### src/rtl/gate_seq_ctrl.sv
// Truth-table sequencer: walks a 4-input gate block through all 16 input
// vectors in reflected Gray order and captures its three outputs per vector.
module gate_seq_ctrl #(
  parameter int DWELL = 4
) (
  input  logic        clk,
  input  logic        reset_n,
  input  logic        start,
  input  logic        abort,
  input  logic        e_in,
  input  logic        f_in,
  input  logic        g_in,
  output logic        a,
  output logic        b,
  output logic        c,
  output logic        d,
  output logic        busy,
  output logic        done,
  output logic        cap_valid,
  output logic [3:0]  vec_idx,
  output logic [15:0] res_e,
  output logic [15:0] res_f,
  output logic [15:0] res_g
);

  typedef enum logic [1:0] {
    IDLE   = 2'd0,
    DRIVE  = 2'd1,
    SAMPLE = 2'd2,
    DONE   = 2'd3
  } state_t;

  localparam logic [7:0] DWELL_M1 = 8'(DWELL - 1);

  state_t      state_q, state_d;
  logic [3:0]  vec_idx_q, vec_idx_d;
  logic [7:0]  cnt_q, cnt_d;
  logic [3:0]  stim_q, stim_d;
  logic [15:0] res_e_q, res_e_d;
  logic [15:0] res_f_q, res_f_d;
  logic [15:0] res_g_q, res_g_d;

  always_comb begin
    state_d   = state_q;
    vec_idx_d = vec_idx_q;
    cnt_d     = cnt_q;
    res_e_d   = res_e_q;
    res_f_d   = res_f_q;
    res_g_d   = res_g_q;

    case (state_q)
      IDLE: begin
        vec_idx_d = 4'd0;
        if (start) begin
          state_d = DRIVE;
          cnt_d   = DWELL_M1;
          res_e_d = 16'h0000;
          res_f_d = 16'h0000;
          res_g_d = 16'h0000;
        end
      end
      DRIVE: begin
        if (abort) begin
          state_d   = IDLE;
          vec_idx_d = 4'd0;
        end else if (cnt_q == 8'd0) begin
          state_d = SAMPLE;
        end else begin
          cnt_d = cnt_q - 8'd1;
        end
      end
      SAMPLE: begin
        // The capture lands even when this cycle is aborted.
        res_e_d[stim_q] = e_in;
        res_f_d[stim_q] = f_in;
        res_g_d[stim_q] = g_in;
        if (abort) begin
          state_d   = IDLE;
          vec_idx_d = 4'd0;
        end else if (vec_idx_q == 4'd15) begin
          state_d = DONE;
        end else begin
          state_d   = DRIVE;
          vec_idx_d = vec_idx_q + 4'd1;
          cnt_d     = DWELL_M1;
        end
      end
      DONE: begin
        state_d   = IDLE;
        vec_idx_d = 4'd0;
      end
      default: begin
        state_d   = IDLE;
        vec_idx_d = 4'd0;
      end
    endcase

    // Stimulus is precomputed for the next state so a..d come straight from flops.
    if (state_d == DRIVE || state_d == SAMPLE) begin
      stim_d = vec_idx_d ^ (vec_idx_d >> 1);
    end else begin
      stim_d = 4'b0000;
    end
  end

  always_ff @(posedge clk) begin
    if (!reset_n) begin
      state_q   <= IDLE;
      vec_idx_q <= 4'd0;
      cnt_q     <= 8'd0;
      stim_q    <= 4'b0000;
      res_e_q   <= 16'h0000;
      res_f_q   <= 16'h0000;
      res_g_q   <= 16'h0000;
    end else begin
      state_q   <= state_d;
      vec_idx_q <= vec_idx_d;
      cnt_q     <= cnt_d;
      stim_q    <= stim_d;
      res_e_q   <= res_e_d;
      res_f_q   <= res_f_d;
      res_g_q   <= res_g_d;
    end
  end

  assign a         = stim_q[0];
  assign b         = stim_q[1];
  assign c         = stim_q[2];
  assign d         = stim_q[3];
  assign busy      = (state_q == DRIVE) || (state_q == SAMPLE);
  assign done      = (state_q == DONE);
  assign cap_valid = (state_q == SAMPLE);
  assign vec_idx   = vec_idx_q;
  assign res_e     = res_e_q;
  assign res_f     = res_f_q;
  assign res_g     = res_g_q;

endmodule

### config.mk
export PLATFORM = sky130hd
export DESIGN_NAME = gate_seq_ctrl
export DESIGN_NICKNAME = d
export VERILOG_FILES = /design/src/rtl/gate_seq_ctrl.sv
export SDC_FILE = /design/constraint.sdc
export NUM_CORES = 1
export LEC_CHECK = 0
export ABC_AREA = 1
export CELL_PAD_IN_SITES_DETAIL_PLACEMENT = 1
export CELL_PAD_IN_SITES_GLOBAL_PLACEMENT = 1
export CORE_MARGIN = 8
export CORE_UTILIZATION = 35
export CTS_CLUSTER_DIAMETER = 30
export DETAILED_ROUTE_END_ITERATION = 8
export HOLD_SLACK_MARGIN = 0.06
export PLACE_DENSITY_LB_ADDON = 0.1
export SLEW_MARGIN = 30
export SYNTH_ARGS = -nofsm -noshare
export SYNTH_HDL_FRONTEND = slang
export SYNTH_SLANG_ARGS = --single-unit
### constraint.sdc
create_clock -name clk -period 1.9 [get_ports clk]
set_clock_uncertainty 0.05 [all_clocks]
set_input_delay 0.285 -clock clk [delete_from_list [all_inputs] [get_ports clk]]
set_output_delay 0.285 -clock clk [all_outputs]
set_load 0.02 [all_outputs]
=== After elaboration in Yosys (flattened, before gate mapping) ===
Cells that the tools add are included.

* Flip-flop bits (word level): 66
* Input bits: 7
* Output and inout bits: 59
* Logic and storage cells: 59

* Add/subtract/negate cells: 2
* Magnitude comparators: 2
* Equality and inequality tests: 11
* Mux-type cells: 25
* Bitwise logic cells: 1
* Reductions and logical operators: 11

{| class="wikitable"
|+ Operators with widths
! cell !! count
|-
| one-hot mux 16 bit (2 select lines) || 3
|-
| bitwise mux 16 bit || 3
|-
| 2-to-1 mux 8 bit || 5
|-
| one-hot mux 8 bit (3 select lines) || 1
|-
| 2-to-1 mux 16 bit || 1
|-
| 2-to-1 mux 4 bit || 3
|-
| one-hot mux 4 bit (3 select lines) || 1
|-
| 2-to-1 mux 2 bit || 5
|-
| != test 2 bit (second input constant) || 5
|-
| logical NOT 8 bit || 1
|-
| one-hot mux 2 bit (4 select lines) || 1
|-
| subtractor 8 x 1 -> 8 bit (second input constant) || 1
|-
| equality test 2 bit (second input constant) || 3
|-
| AND reduction 6 bit || 1
|-
| less-than comparator 4 x 5 -> 1 bit (second input constant) || 1
|-
| adder 4 x 1 -> 4 bit (second input constant) || 1
|-
| demux 1 bit (select 4 bit) || 1
|-
| equality test 2 x 1 -> 1 bit (second input constant) || 2
|-
| equality test 4 bit (second input constant) || 1
|-
| greater-or-equal comparator 4 x 1 -> 1 bit (second input constant) || 1
|-
| AND reduction 2 bit || 2
|-
| bitwise XOR 4 x 3 -> 4 bit || 1
|-
| nonzero test 3 bit || 1
|-
| logical NOT 2 bit || 1
|-
| other kinds (5) || 6
|}

=== Longest topological paths before layout ===
* Depth after elaboration: 7
* Gate-level depth with buffers: 12
* Mapped depth without buffers: 11

=== Least setup slack after synthesis ===
Ideal clock, no wire load.

* Kind: register to register
* Start point: reg state_q[0]
* End point: reg cnt_q[5]
* Library setup time: 0.068 ns
* Arrival: 1.654 ns
* Data required time: 1.782 ns
* Slack: 0.128 ns
* Stages on the path, launching flop included: 11
* Buffers on the path: 1
* Clock period less this slack: 1.772 ns
* Cells stage by stage: dfxtp_1 inv_1 ha_1 inv_2 buf_6 nor2_4 nor4_4 o21ai_4 clkinv_2 nand2_1 a21oi_2

* Cells in the longest elaborated chain, start to end: 3
* Elaborated cells on any way between the ends: 11
* Those cells by class: 7 x eq/ne; 1 x mux; 3 x reduce/logical

{| class="wikitable"
|+ Ends and longest elaborated chain
! element !! line !! text
|-
| from (decl) || 35 || <nowiki>state_t state_q, state_d;</nowiki>
|-
| from (signal assigned) || 116 || <nowiki>state_q <= state_d;</nowiki>
|-
| equality test 2 bit (*) || n/a ||
|-
| named net cap_valid || 19 || <nowiki>output logic cap_valid,</nowiki>
|-
| != test 2 bit (no source line) / nonzero test 3 bit (equally long branches) || n/a ||
|-
| AND reduction 6 bit (no source line) || n/a ||
|-
| to (signal assigned) || 118 || <nowiki>cnt_q <= cnt_d;</nowiki>
|-
| to (decl) || 37 || <nowiki>logic [7:0] cnt_q, cnt_d;</nowiki>
|}

Mark *: on every way through the listed nets, which the timed path passes. The rest lies on a longest branch.
A chain may end at the register's enable or synchronous reset.

=== Worst setup path in the final report ===
* Start point: reg state_q[1]
* End point: out busy

* Cells in the longest elaborated chain, start to end: 2
* Elaborated cells on any way between the ends: 3
* Those cells by class: 2 x eq/ne; 1 x reduce/logical

{| class="wikitable"
|+ Ends and longest elaborated chain
! element !! line !! text
|-
| equality test 2 x 1 -> 1 bit / equality test 2 bit (equally long branches) || 130 || <nowiki>assign busy = (state_q == DRIVE) || (state_q == SAMPLE);</nowiki>
|-
| logical OR 1 bit (*) || 130 ||
|-
| to (decl) || 17 || <nowiki>output logic busy,</nowiki>
|}

Mark *: on every way between the ends. The rest lies on a longest branch, timed or not.

==> reports/results.ini <==
[final_layout]
final_cell_mix = nand2_1, dfxtp_1, clkdlybuf4s50_1
layout_commonest_cell = nand2_1
fin_nets = 501
drive_gt1_share_pct = 12.8
area_delta_synth_final_pct = 39.9
fin_area_mm2 = 0.00408
insertedDiodeCount = 0

[hold_path]
holdPathEnd = res_e[1]
hp-start = res_e[1]
hold_class = flip-flop to flip-flop
holdPathStages = 2

[clocking]
clkSinkCount = 66
h-tree-depth = 3
cts_root_buf = clkbuf_8
clock_latency_ps = 340
cts_tree = built
cts.clk_slew.worst_paths_ps = 80
clk_path_buf_depth = 2
cts_made_buffers = 9

[critical_path]
worstPathRequired_ps = 1560
critPathLaunchType = flip-flop
rr_worst_depth = 8
crit_fanout = 4
endpoint_kind = output pin
reg2reg_from = vec_idx[0]
r2r-end = cnt_q[3]
rrSetupSlack_ps = 130
crit_arrival_ps = 1440
crit_type = flip-flop to output pin

[timing]
hold_violations = 0
final.period_utilization_pct = 93.4
slew_viol_final = 0
period_needed_ps = 1770
fin_setup_tns_ps = 0
slew_headroom_pct = 73.7
max_freq_ghz = 0.564
rsz0062_at_grt = no
tightest_slew_ps = 391
setup_violations = 0

[synthesis]
synth_nets = 419
syn-cell-area_mm2 = 0.00292
syn_area_per_cell_um2 = 7.18
yosys_warnings = 0
yosysSeqAreaShare_pct = 45.3
ys_types = 27
ys_seq_elements = 66
postSynthCellCount = 406

[drt]
wl_per_cell_um = 15.5
first_iter_violations = 92
firstDrtPassIters = 4
drc_errors = 0
drt-total-wl_um = 9260
via_count = 2907
ant_nets = 0
viasPerCell = 4.86

[global_route]
grtUsageTotal_pct = 16.4
grt_max_degree = 40
grt-ovfl-total = 0
grt_first_pass_wirelength_um = 15100
antenna_found_initial = 0
grt_pass1_vias = 3094

[power_and_ir_drop]
leakage_nw = 1.49
power_density_mw_per_mm2 = 890
finalPower_mw = 3.63
vdd_ir_drop_max_v = 0.000445

[die]
die-area_mm2 = 0.0115
die_width_um = 107
floorplan.initialDensity_pct = 35.9
ios = 66
placementRows = 33
die_h_um = 107
coreArea_mm2 = 0.00813

[placed_design]
dp_hpwl_um = 6770
dpl_cell_area_mm2 = 0.00376
portBuffers = 65
gp_congestion = 0.795

[flow_run]
cap_violations = 0

[outcome]
status = finished clean

## registers in the layout (all words and copies together), names as in the netlist
| name | count |
|---|---|
| vec_idx | 4 |
| state_q | 2 |
| res_f | 16 |
| res_e | 16 |
| stim_q | 4 |
| cnt_q | 8 |
| res_g | 16 |
## logic make-up after synthesis
kind of cell               after synthesis  share of synthesized area (%)
AOI/OAI and AO/OA                       87                           15.9
xor gates and xnor gates                 9                           2.70
adders and majority gates                6                           2.57
buffers and inverters                   42                           6.18
DFF                                     66                           45.3
and+or+nand+nor                        196                           27.3
## worst max-delay path, stage by stage (launching register included)
cell and delay (ps):
dfxtp_2 400, inv_2 80, ha_2 320, clkdlybuf4s15_1 300
## through the flow
step | setup slack (ps) | hold WS [ps] | util (%) | instances
global placement | 101 | 400 | 46.2 | 580
CTS | 18.9 | 414 | 49.3 | 596
floorplan | 128 | 374 | - | 406
global route | 4.63 | 439 | 50.2 | 598
finish | 126 | 413 | 50.2 | 598
detailed placement | 42.1 | 405 | 46.2 | 580
## where the power goes
part           internal, mW  switching [mW]  total (mW)
clock network         0.940           0.553        1.49
registers              1.41          0.0338        1.45
logic                 0.258           0.436       0.694
total                  2.61            1.02        3.63
## per-layer routing
layer | track usage [%] | part of all wire [%]
met5 | 0 | 0
met4 | 5.43 | 1.1
met3 | 4.43 | 5.1
met2 | 28.2 | 49
met1 | 19.3 | 44
## cell usage after synthesis (all sizes together)
master,instances,area (µm²)
xor2,7,61.3
nand3,6,30.0
or2,1,6.26
nor4,1,21.3
inv,26,97.6
o211ai,1,7.51
nor3,1,5.00
ha,6,75.1
a21oi,60,315
o21ai,26,141
buf,7,47.5
nand4,5,31.3
dfxtp,66,1320
xnor2,2,17.5
nand2,131,494
nor2,51,209
clkinv,2,8.75
clkbuf,7,26.3
## final cells by class
class | instances | area, µm²
Sequential cell | 66 | 1320
Clock inverter | 5 | 100
Timing Repair Buffer | 85 | 802
Multi-Input combinational cell | 298 | 1460
Clock buffer | 11 | 151
Tap cell | 105 | 131
Fill cell | 1052 | 4050
Inverter | 28 | 109
## what timing repair did
action / in CTS / in global routing
pin swaps: 0 / 2
hold buffers: 0 / 0
hold endpoints to repair: 0 / 0
endpoints found under the setup margin: 3 / 56
setup buffers: 0 / 2
resized for setup: 3 / 18
## worst max path at each step
stage,startpoint,end,slack [ps],cells past startpoint
global route,cnt_q[3],cnt_q[1],5,8
detailed placement,cnt_q[0],cnt_q[1],40,9
CTS,state_q[0],stim_q[3],20,10
finish,state_q[1],busy,130,3
floorplan,state_q[0],cnt_q[5],130,10
global placement,cnt_q[0],cnt_q[0],100,9
(Power assumes the default switching activity.)
